==> config.mk <==
export PLATFORM = sky130hd
export DESIGN_NAME = div_uint_seq_flat
export DESIGN_NICKNAME = d
export VERILOG_FILES = /design/src/rtl/div_uint_seq_if.sv /design/src/rtl/div_uint_seq.sv /design/src/flat_wrapper.sv
export SDC_FILE = /design/constraint.sdc
export NUM_CORES = 1
export LEC_CHECK = 0
export BUFFER_PORTS_ARGS = -buffer_cell sky130_fd_sc_hd__buf_2
export CORE_AREA = 2 2 89 91
export DETAILED_ROUTE_END_ITERATION = 10
export DIE_AREA = 0 0 91 93
export PLACE_DENSITY = 0.54
export SLEW_MARGIN = 30
export SYNTH_ARGS = -nofsm -noshare
export SYNTH_HDL_FRONTEND = slang
export SYNTH_SLANG_ARGS = --single-unit
==> constraint.sdc <==
create_clock -name clk -period 2.2 [get_ports clk]
set_input_delay 0.44 -clock clk [delete_from_list [all_inputs] [get_ports clk]]
set_output_delay 0.44 -clock clk [all_outputs]
set_load 0.01 [all_outputs]
==> src/rtl/div_uint_seq_if.sv <==
// div_uint_seq_if: operand/result valid-ready bundle for the sequential divider.
interface div_uint_seq_if #(parameter int WIDTH = 8);
  logic             in_valid;
  logic             in_ready;
  logic [WIDTH-1:0] A;
  logic [WIDTH-1:0] B;
  logic             out_valid;
  logic             out_ready;
  logic [WIDTH-1:0] Q;
  logic [WIDTH-1:0] R;
  logic             div_by_zero;
  modport master (output in_valid, A, B, out_ready, input in_ready, out_valid, Q, R, div_by_zero);
  modport slave  (input in_valid, A, B, out_ready, output in_ready, out_valid, Q, R, div_by_zero);
endinterface

==> src/rtl/div_uint_seq.sv <==
// div_uint_seq: restoring shift-subtract unsigned divider, one quotient bit per cycle.
module div_uint_seq #(
  parameter int WIDTH = 8
) (
  input logic           clk,
  input logic           rst_n,
  div_uint_seq_if.slave bus
);
  localparam int CW = $clog2(WIDTH + 1);
  localparam logic [1:0] IDLE = 2'd0;
  localparam logic [1:0] CALC = 2'd1;
  localparam logic [1:0] ZDIV = 2'd2;
  localparam logic [1:0] DONE = 2'd3;

  logic [1:0]       state;
  logic [WIDTH-1:0] dvd, dvs, rem, q, r;
  logic [CW-1:0]    cnt;
  logic             dbz;
  logic [WIDTH:0]   rem_sh, diff;
  logic [WIDTH-1:0] rem_nx, dvd_nx;

  // The extra bit keeps a shifted remainder with its MSB set comparable to the divisor;
  // diff[WIDTH] is the borrow, i.e. rem_sh < divisor.
  always_comb begin
    rem_sh = {rem, dvd[WIDTH-1]};
    diff   = rem_sh - {1'b0, dvs};
    rem_nx = diff[WIDTH] ? rem_sh[WIDTH-1:0] : diff[WIDTH-1:0];
    dvd_nx = {dvd[WIDTH-2:0], ~diff[WIDTH]};
  end

  // ZDIV spends the single cycle a divide-by-zero takes before its result is presented.
  always_ff @(posedge clk or negedge rst_n) begin
    if (!rst_n) begin
      state <= IDLE;
      dvd   <= '0;
      dvs   <= '0;
      rem   <= '0;
      cnt   <= '0;
      q     <= '0;
      r     <= '0;
      dbz   <= 1'b0;
    end else begin
      case (state)
        IDLE: if (bus.in_valid) begin
          dvd   <= bus.A;
          dvs   <= bus.B;
          rem   <= '0;
          cnt   <= CW'(WIDTH);
          state <= (bus.B == '0) ? ZDIV : CALC;
        end
        CALC: begin
          dvd <= dvd_nx;
          rem <= rem_nx;
          cnt <= cnt - 1'b1;
          if (cnt == CW'(1)) begin
            q     <= dvd_nx;
            r     <= rem_nx;
            dbz   <= 1'b0;
            state <= DONE;
          end
        end
        ZDIV: begin
          q     <= '1;
          r     <= dvd;
          dbz   <= 1'b1;
          state <= DONE;
        end
        default: if (bus.out_ready) state <= IDLE;
      endcase
    end
  end

  assign bus.in_ready    = state == IDLE;
  assign bus.out_valid   = state == DONE;
  assign bus.Q           = q;
  assign bus.R           = r;
  assign bus.div_by_zero = dbz;
endmodule
==> src/flat_wrapper.sv <==
// flat-port wrapper written by rule: the top's interface ports become plain ports
module div_uint_seq_flat 
#(
  parameter int WIDTH = 8
)
  (clk, rst_n, bus_in_valid, bus_A, bus_B, bus_out_ready, bus_in_ready, bus_out_valid, bus_Q, bus_R, bus_div_by_zero);
  div_uint_seq_if #(.WIDTH(WIDTH)) bus_i ();
  input logic clk;
  input logic rst_n;
  input wire logic [$bits(bus_i.in_valid)-1:0] bus_in_valid;
  input wire logic [$bits(bus_i.A)-1:0] bus_A;
  input wire logic [$bits(bus_i.B)-1:0] bus_B;
  input wire logic [$bits(bus_i.out_ready)-1:0] bus_out_ready;
  output wire logic [$bits(bus_i.in_ready)-1:0] bus_in_ready;
  output wire logic [$bits(bus_i.out_valid)-1:0] bus_out_valid;
  output wire logic [$bits(bus_i.Q)-1:0] bus_Q;
  output wire logic [$bits(bus_i.R)-1:0] bus_R;
  output wire logic [$bits(bus_i.div_by_zero)-1:0] bus_div_by_zero;
  assign bus_i.in_valid = bus_in_valid;
  assign bus_i.A = bus_A;
  assign bus_i.B = bus_B;
  assign bus_i.out_ready = bus_out_ready;
  assign bus_in_ready = bus_i.in_ready;
  assign bus_out_valid = bus_i.out_valid;
  assign bus_Q = bus_i.Q;
  assign bus_R = bus_i.R;
  assign bus_div_by_zero = bus_i.div_by_zero;
  div_uint_seq #(.WIDTH(WIDTH)) u_core (.clk(clk), .rst_n(rst_n), .bus(bus_i));
endmodule
== After elaboration in Yosys (flattened, before gate mapping) ==
Cells that the tools add are included.

* Reductions and logical operators: 9
* Bitwise operators: 1
* Equal/unequal tests: 6
* Multiplexer cells: 18
* Add/sub/neg operators: 2

{| class="wikitable"
|+ Operator list
! kind !! number
|-
| $pmux 8 s2 || 4
|-
| $mux 8 || 5
|-
| $sub 9x8->9 || 1
|-
| $logic_not 8->1 || 1
|-
| $mux 2 || 4
|-
| $pmux 4 s2 || 1
|-
| $pmux 2 s3 || 1
|-
| $reduce_and 2->1 || 3
|-
| $eq 2x2->1 const B || 2
|-
| $eq 4x1->1 const B || 1
|-
| $mux 4 || 1
|-
| $reduce_bool 2->1 || 2
|-
| $reduce_bool 4->1 || 1
|-
| $sub 4x1->4 const B || 1
|-
| $reduce_and 3->1 || 1
|-
| $eq 2x1->1 const B || 1
|-
| $logic_not 2->1 || 1
|-
| $ne 2x1->1 const B || 1
|-
| $ne 2x2->1 const B || 1
|-
| $pmux 1 s2 || 1
|-
| $mux 1 || 1
|-
| $not 1->1 || 1
|}

* Register bits after elaboration: 47
* Input bits: 20
* Output and inout port bits: 19

== Longest topological paths before layout ==
* Word-level depth: 4
* Depth in mapped cells: 10

== Worst setup path after synthesis ==
Ideal clock, no wire load.

* Path kind: reg-to-reg
* Start: register u_core.dvd[7]
* End: register u_core.rem[0]
* Period minus slack after synthesis: 2.393 ns
* Cell stages (with the launch flop): 10
* Path slack: -0.193 ns
* Setup time: 0.092 ns
* Data arrival time: 2.301 ns
* Path through: dfrtp_1 > inv_1 > ha_1 > inv_1 > fa_1 > a211oi_2 > o211ai_1 > a221o_1 > mux2_4 > o31ai_2

* Cells in the longest elaborated chain, start to end: 3

{| class="wikitable"
|+ RTL lines
! what !! RTL line !! source
|-
| from (decl) || div_uint_seq.sv:16 || <nowiki>logic [WIDTH-1:0] dvd, dvs, rem, q, r;</nowiki>
|-
| from (signal assigned) || div_uint_seq.sv:45 || <nowiki>dvd <= bus.A;</nowiki>
|-
| from (signal assigned) || div_uint_seq.sv:52 || <nowiki>dvd <= dvd_nx;</nowiki>
|-
| $sub 9x8->9 || div_uint_seq.sv:26 || <nowiki>diff = rem_sh - {1'b0, dvs};</nowiki>
|-
| $mux 8 * || div_uint_seq.sv:27 || <nowiki>rem_nx = diff[WIDTH] ? rem_sh[WIDTH-1:0] : diff[WIDTH-1:0];</nowiki>
|-
| $pmux 8 s2 * || div_uint_seq.sv:43 || <nowiki>case (state)</nowiki>
|-
| to (signal assigned) || div_uint_seq.sv:53 || <nowiki>rem <= rem_nx;</nowiki>
|-
| to (decl) || div_uint_seq.sv:16 ||
|}

Mark *: on every way between the ends. The rest lies on a longest branch, timed or not.
A chain may end at the register's enable or synchronous reset.

== Final worst setup path ==
Ends and elaborated chain as after synthesis.

==> results.txt <==
- Dpl hpwl: 4890 um
* Flop and latch count out of synthesis: 47
- Sum of overflow across all layers after global routing: 0
* Number of endpoints with negative hold slack in the final report: 0
- Sorting the synthesized cells by how often they occur yields sky130_fd_sc_hd__dfrtp_1, sky130_fd_sc_hd__nand2_1, sky130_fd_sc_hd__a21oi_1.
- Finished Cell Area: 3360 um2
- Routed via count divided by cell count: 5.00
- Dpl cell area: 3140 um2
* Insertion delay to the later sink of the worst-skew pair: 0.31 ns
* Number of max-slew violations in the final report: 0
- Net Count, Synth: 301
- Relative max-transition margin: 62.6%
- Post-Syn Instances: 266
- Between clock sinks in the finished design, the worst skew comes to 0.0124 ns.
- The number of antenna violations at the first check in global routing came to 0.
* Worst min-delay path class: input pin to async pin
* Actual slew at the worst max-slew pin: 0.557 ns
* Placeable core area: 7530 um2
* Peak supply drop: 629 uV
- The first global-routing pass estimated 10600 um of wire.
- The repair_antennas step left the layout with diodes totalling 0.
- Layout-stage area growth over the synthesis result: 27.8%
- CTS Buffer Depth: 2
- Unrepaired setup endpoints after global routing: yes
* Total Routing Usage GR: 15.6%
- Data on the critical path arrives at its endpoint at 2.56 ns.
- At the end of the flow, the number of nets in the layout was 366.
- In this run, post-CTS hold repair placed 0 buffers.
- In this run, the number of DRC markers left after iteration 0 of detailed routing was 143.
* Endpoint class of the critical path: flop
- The root buffer cell chosen for the clock tree is sky130_fd_sc_hd__clkbuf_8.
- In this run the power density over the cells is 1470 nW/um2.
- The final reports fail on setup timing.
* Post-synth ARST share: 100%
* Num CTS Buffers: 5
* Cells taking the most area after synthesis: sky130_fd_sc_hd__dfrtp_1, sky130_fd_sc_hd__mux2i_1, sky130_fd_sc_hd__ha_1
- Cells with a size suffix above 1 make up 30.4% of the layout.
- In this run the worst path has a maximum fanout of 3.
- The synthesized netlist contains 43 unique library cells.
- For the final routed database, the setup TNS stands at -1.79 ns.
- H-tree Lvls: 2
* Aggregate routed wire length: 6390 um
- Post-synthesis average cell area: 9.90 um2
- After layout, the worst path uses 106% of the clock period.
- Slack of the critical path: -0.143 ns
- Class of the most critical setup path: flop to flop
* Via count of the routed design: 2170
- The via count of the first global-routing pass was 2118.
- Final-layout fill cell count: 768
- Static timing analysis puts the maximum clock frequency at 0.427 GHz.
- STA puts the critical path data required time at 2.42 ns.
- The first detailed-routing pass took 4 iterations.
- Among cell families on the critical path, the largest total delay comes from compound AO/OA/AOI/OAI gates.
- Final weighted congestion in routability-driven placement: 0.819
* Critical path cell sequence: inv_2 -> ha_4 -> inv_2 -> fa_2 -> a211oi_2 -> o211ai_1 -> a221o_1 -> mux2_4 -> o31ai_4
- Input and output buffers added on the ports amount to 38.
- Cell Area, Synth: 2630 um2
- The number of buffers and inverters on the critical path is 2.
- Summed over all cells, the static leakage comes to 1.57 nW.
- Post-detailed-route DRC marker count: 0
- After clock tree synthesis, the clock-pin slew on the worst setup and hold paths is 0.10 ns.
* Total of endpoints with negative setup slack in the final report: 17
- The die covers 8460 um2.
- Most used standard cell by instance count after synthesis: sky130_fd_sc_hd__dfrtp_1
- The flow ran to the end, but the final reports show violations.
- In the synthesized netlist the dominant register cell turns out to be sky130_fd_sc_hd__dfrtp_1.
- From left edge to right edge, the die measures 91 um.
* Slowest stage delay, CP: 0.40 ns
* Most numerous cell on the critical path: sky130_fd_sc_hd__inv_2
* Height of the die: 93 um
* Number of rows in the core area: 32
* Proportion of synthesized chip area in sequential cells: 44.7%
- Yosys warning total: 0
- The largest total area in the synthesized netlist belongs to sky130_fd_sc_hd__dfrtp_1.
- During I/O placement, the number of pins put on the boundary was 39.
* Wire length per cell after detailed routing: 14.7 um
- Total design power: 0.00493 W
- The initial utilization of the core area, before any placement, comes to 35.0%.
* Post-synth EDFFs: 0
- The detail route stage leaves a number of antenna-violating nets equal to 0.
- The tool flagged a number of max-cap violations equal to 0.
- Clk sink count: 47
- Startpoint type of the worst setup path: flop
* TritonCTS clock tree: done
- Area share of the largest cell type after synthesis: 44.7%
- Entering global routing, the biggest net connects 28 pins.
- The largest individual stage delay along the critical path comes from the cell sky130_fd_sc_hd__dfrtp_1.
- Final min period: 2.34 ns
what timing repair did:
item / in CTS / in global routing
gates cloned: 0 / 0
endpoints found under the setup margin: 18 / 18
pin swaps: 2 / 2
gates resized for setup: 9 / 5
endpoints found under the hold margin: 0 / 0
setup buffers: 3 / 1
stage by stage:
step | hold slack, ns | setup WS (ns) | utilization, % | std cells
after detailed placement | 0.438 | -0.251 | 41.7 | 422
after CTS | 0.0873 | -0.175 | 44.4 | 433
after floorplan | 0.144 | -0.183 | - | 266
after global routing | 0.0974 | -0.258 | 44.7 | 434
final | 0.0723 | -0.143 | 44.7 | 434
after global placement | 0.435 | -0.148 | 41.7 | 422
layout make-up:
cell class	count	area, um2	share of cell area (%)
multi-input combinational	186	1380	41.1
sequential	47	1180	35.0
timing repair buffer	70	459	13.7
tap	102	128	3.79
inverter	21	78.8	2.34
clock inverter	3	71.3	2.12
clock buffer	5	68.8	2.05
final timing paths:
kind	start	to	slack, ns	cells past startpoint
worst max-delay path	u_core.dvd[7]	u_core.rem[0]	-0.14	9
worst min-delay path	rst_n	u_core.bus.div_by_zero	0.07	1
worst max register to register	u_core.dvd[7]	u_core.rem[0]	-0.14	9
worst min register to register	u_core.bus.div_by_zero	u_core.bus.div_by_zero	0.48	2
max in group asynchronous	rst_n	u_core.dvs[4]	1.60	2
min in group clk	bus_B[4]	u_core.dvs[4]	0.38	2
cells in the final DEF, fill, tap and decap left out, types with 5 or more instances in the layout:
cell type	instances
sky130_fd_sc_hd__ha_1	13
sky130_fd_sc_hd__dfrtp_1	47
sky130_fd_sc_hd__clkbuf_8	5
sky130_fd_sc_hd__o21ai_0	15
sky130_fd_sc_hd__mux2i_1	14
sky130_fd_sc_hd__buf_4	29
sky130_fd_sc_hd__o31ai_1	10
sky130_fd_sc_hd__nand2_1	31
sky130_fd_sc_hd__mux2i_2	6
sky130_fd_sc_hd__a21oi_1	24
sky130_fd_sc_hd__mux2_2	8
sky130_fd_sc_hd__o22ai_1	8
sky130_fd_sc_hd__inv_1	19
sky130_fd_sc_hd__nor2_1	7
sky130_fd_sc_hd__buf_2	38
routing by layer:
layer | vias to the layer above | global-route usage [%] | share of wire, %
met5 | - | 0 | 0
met4 | 0 | 3.41 | 1.2
met3 | 8 | 2.98 | 2.7
met2 | 27 | 25.1 | 46
met1 | 1048 | 22.0 | 50
li1 | 1087 | - | -
flip-flops by register name, indices dropped and copies added (netlist names):
name / count
u_core.rem: 8
u_core.bus.div_by_zero: 1
u_core.dvs: 8
u_core.dvd: 8
u_core.bus.Q: 8
u_core.state: 2
u_core.bus.R: 8
u_core.cnt: 4
power breakdown:
group | total, W | switching (W) | internal [W]
Sequential | 0.00147 | 0.000270 | 0.00120
Clock | 0.000782 | 0.000321 | 0.000461
Combinational | 0.00268 | 0.00143 | 0.00125
Total | 0.00493 | 0.00202 | 0.00291
cell families (layout without fill, tap and decap cells):
kind of cell	count (synthesis)	in the layout	share of synthesized area, %
compound gates	84	84	20.6
simple gates	53	53	9.17
flops	47	47	44.7
buf+inv	33	99	4.90
mux	29	29	11.6
fa+ha+maj	15	15	7.41
xor+xnor	5	5	1.66
Power figures use the tool's default switching activity.
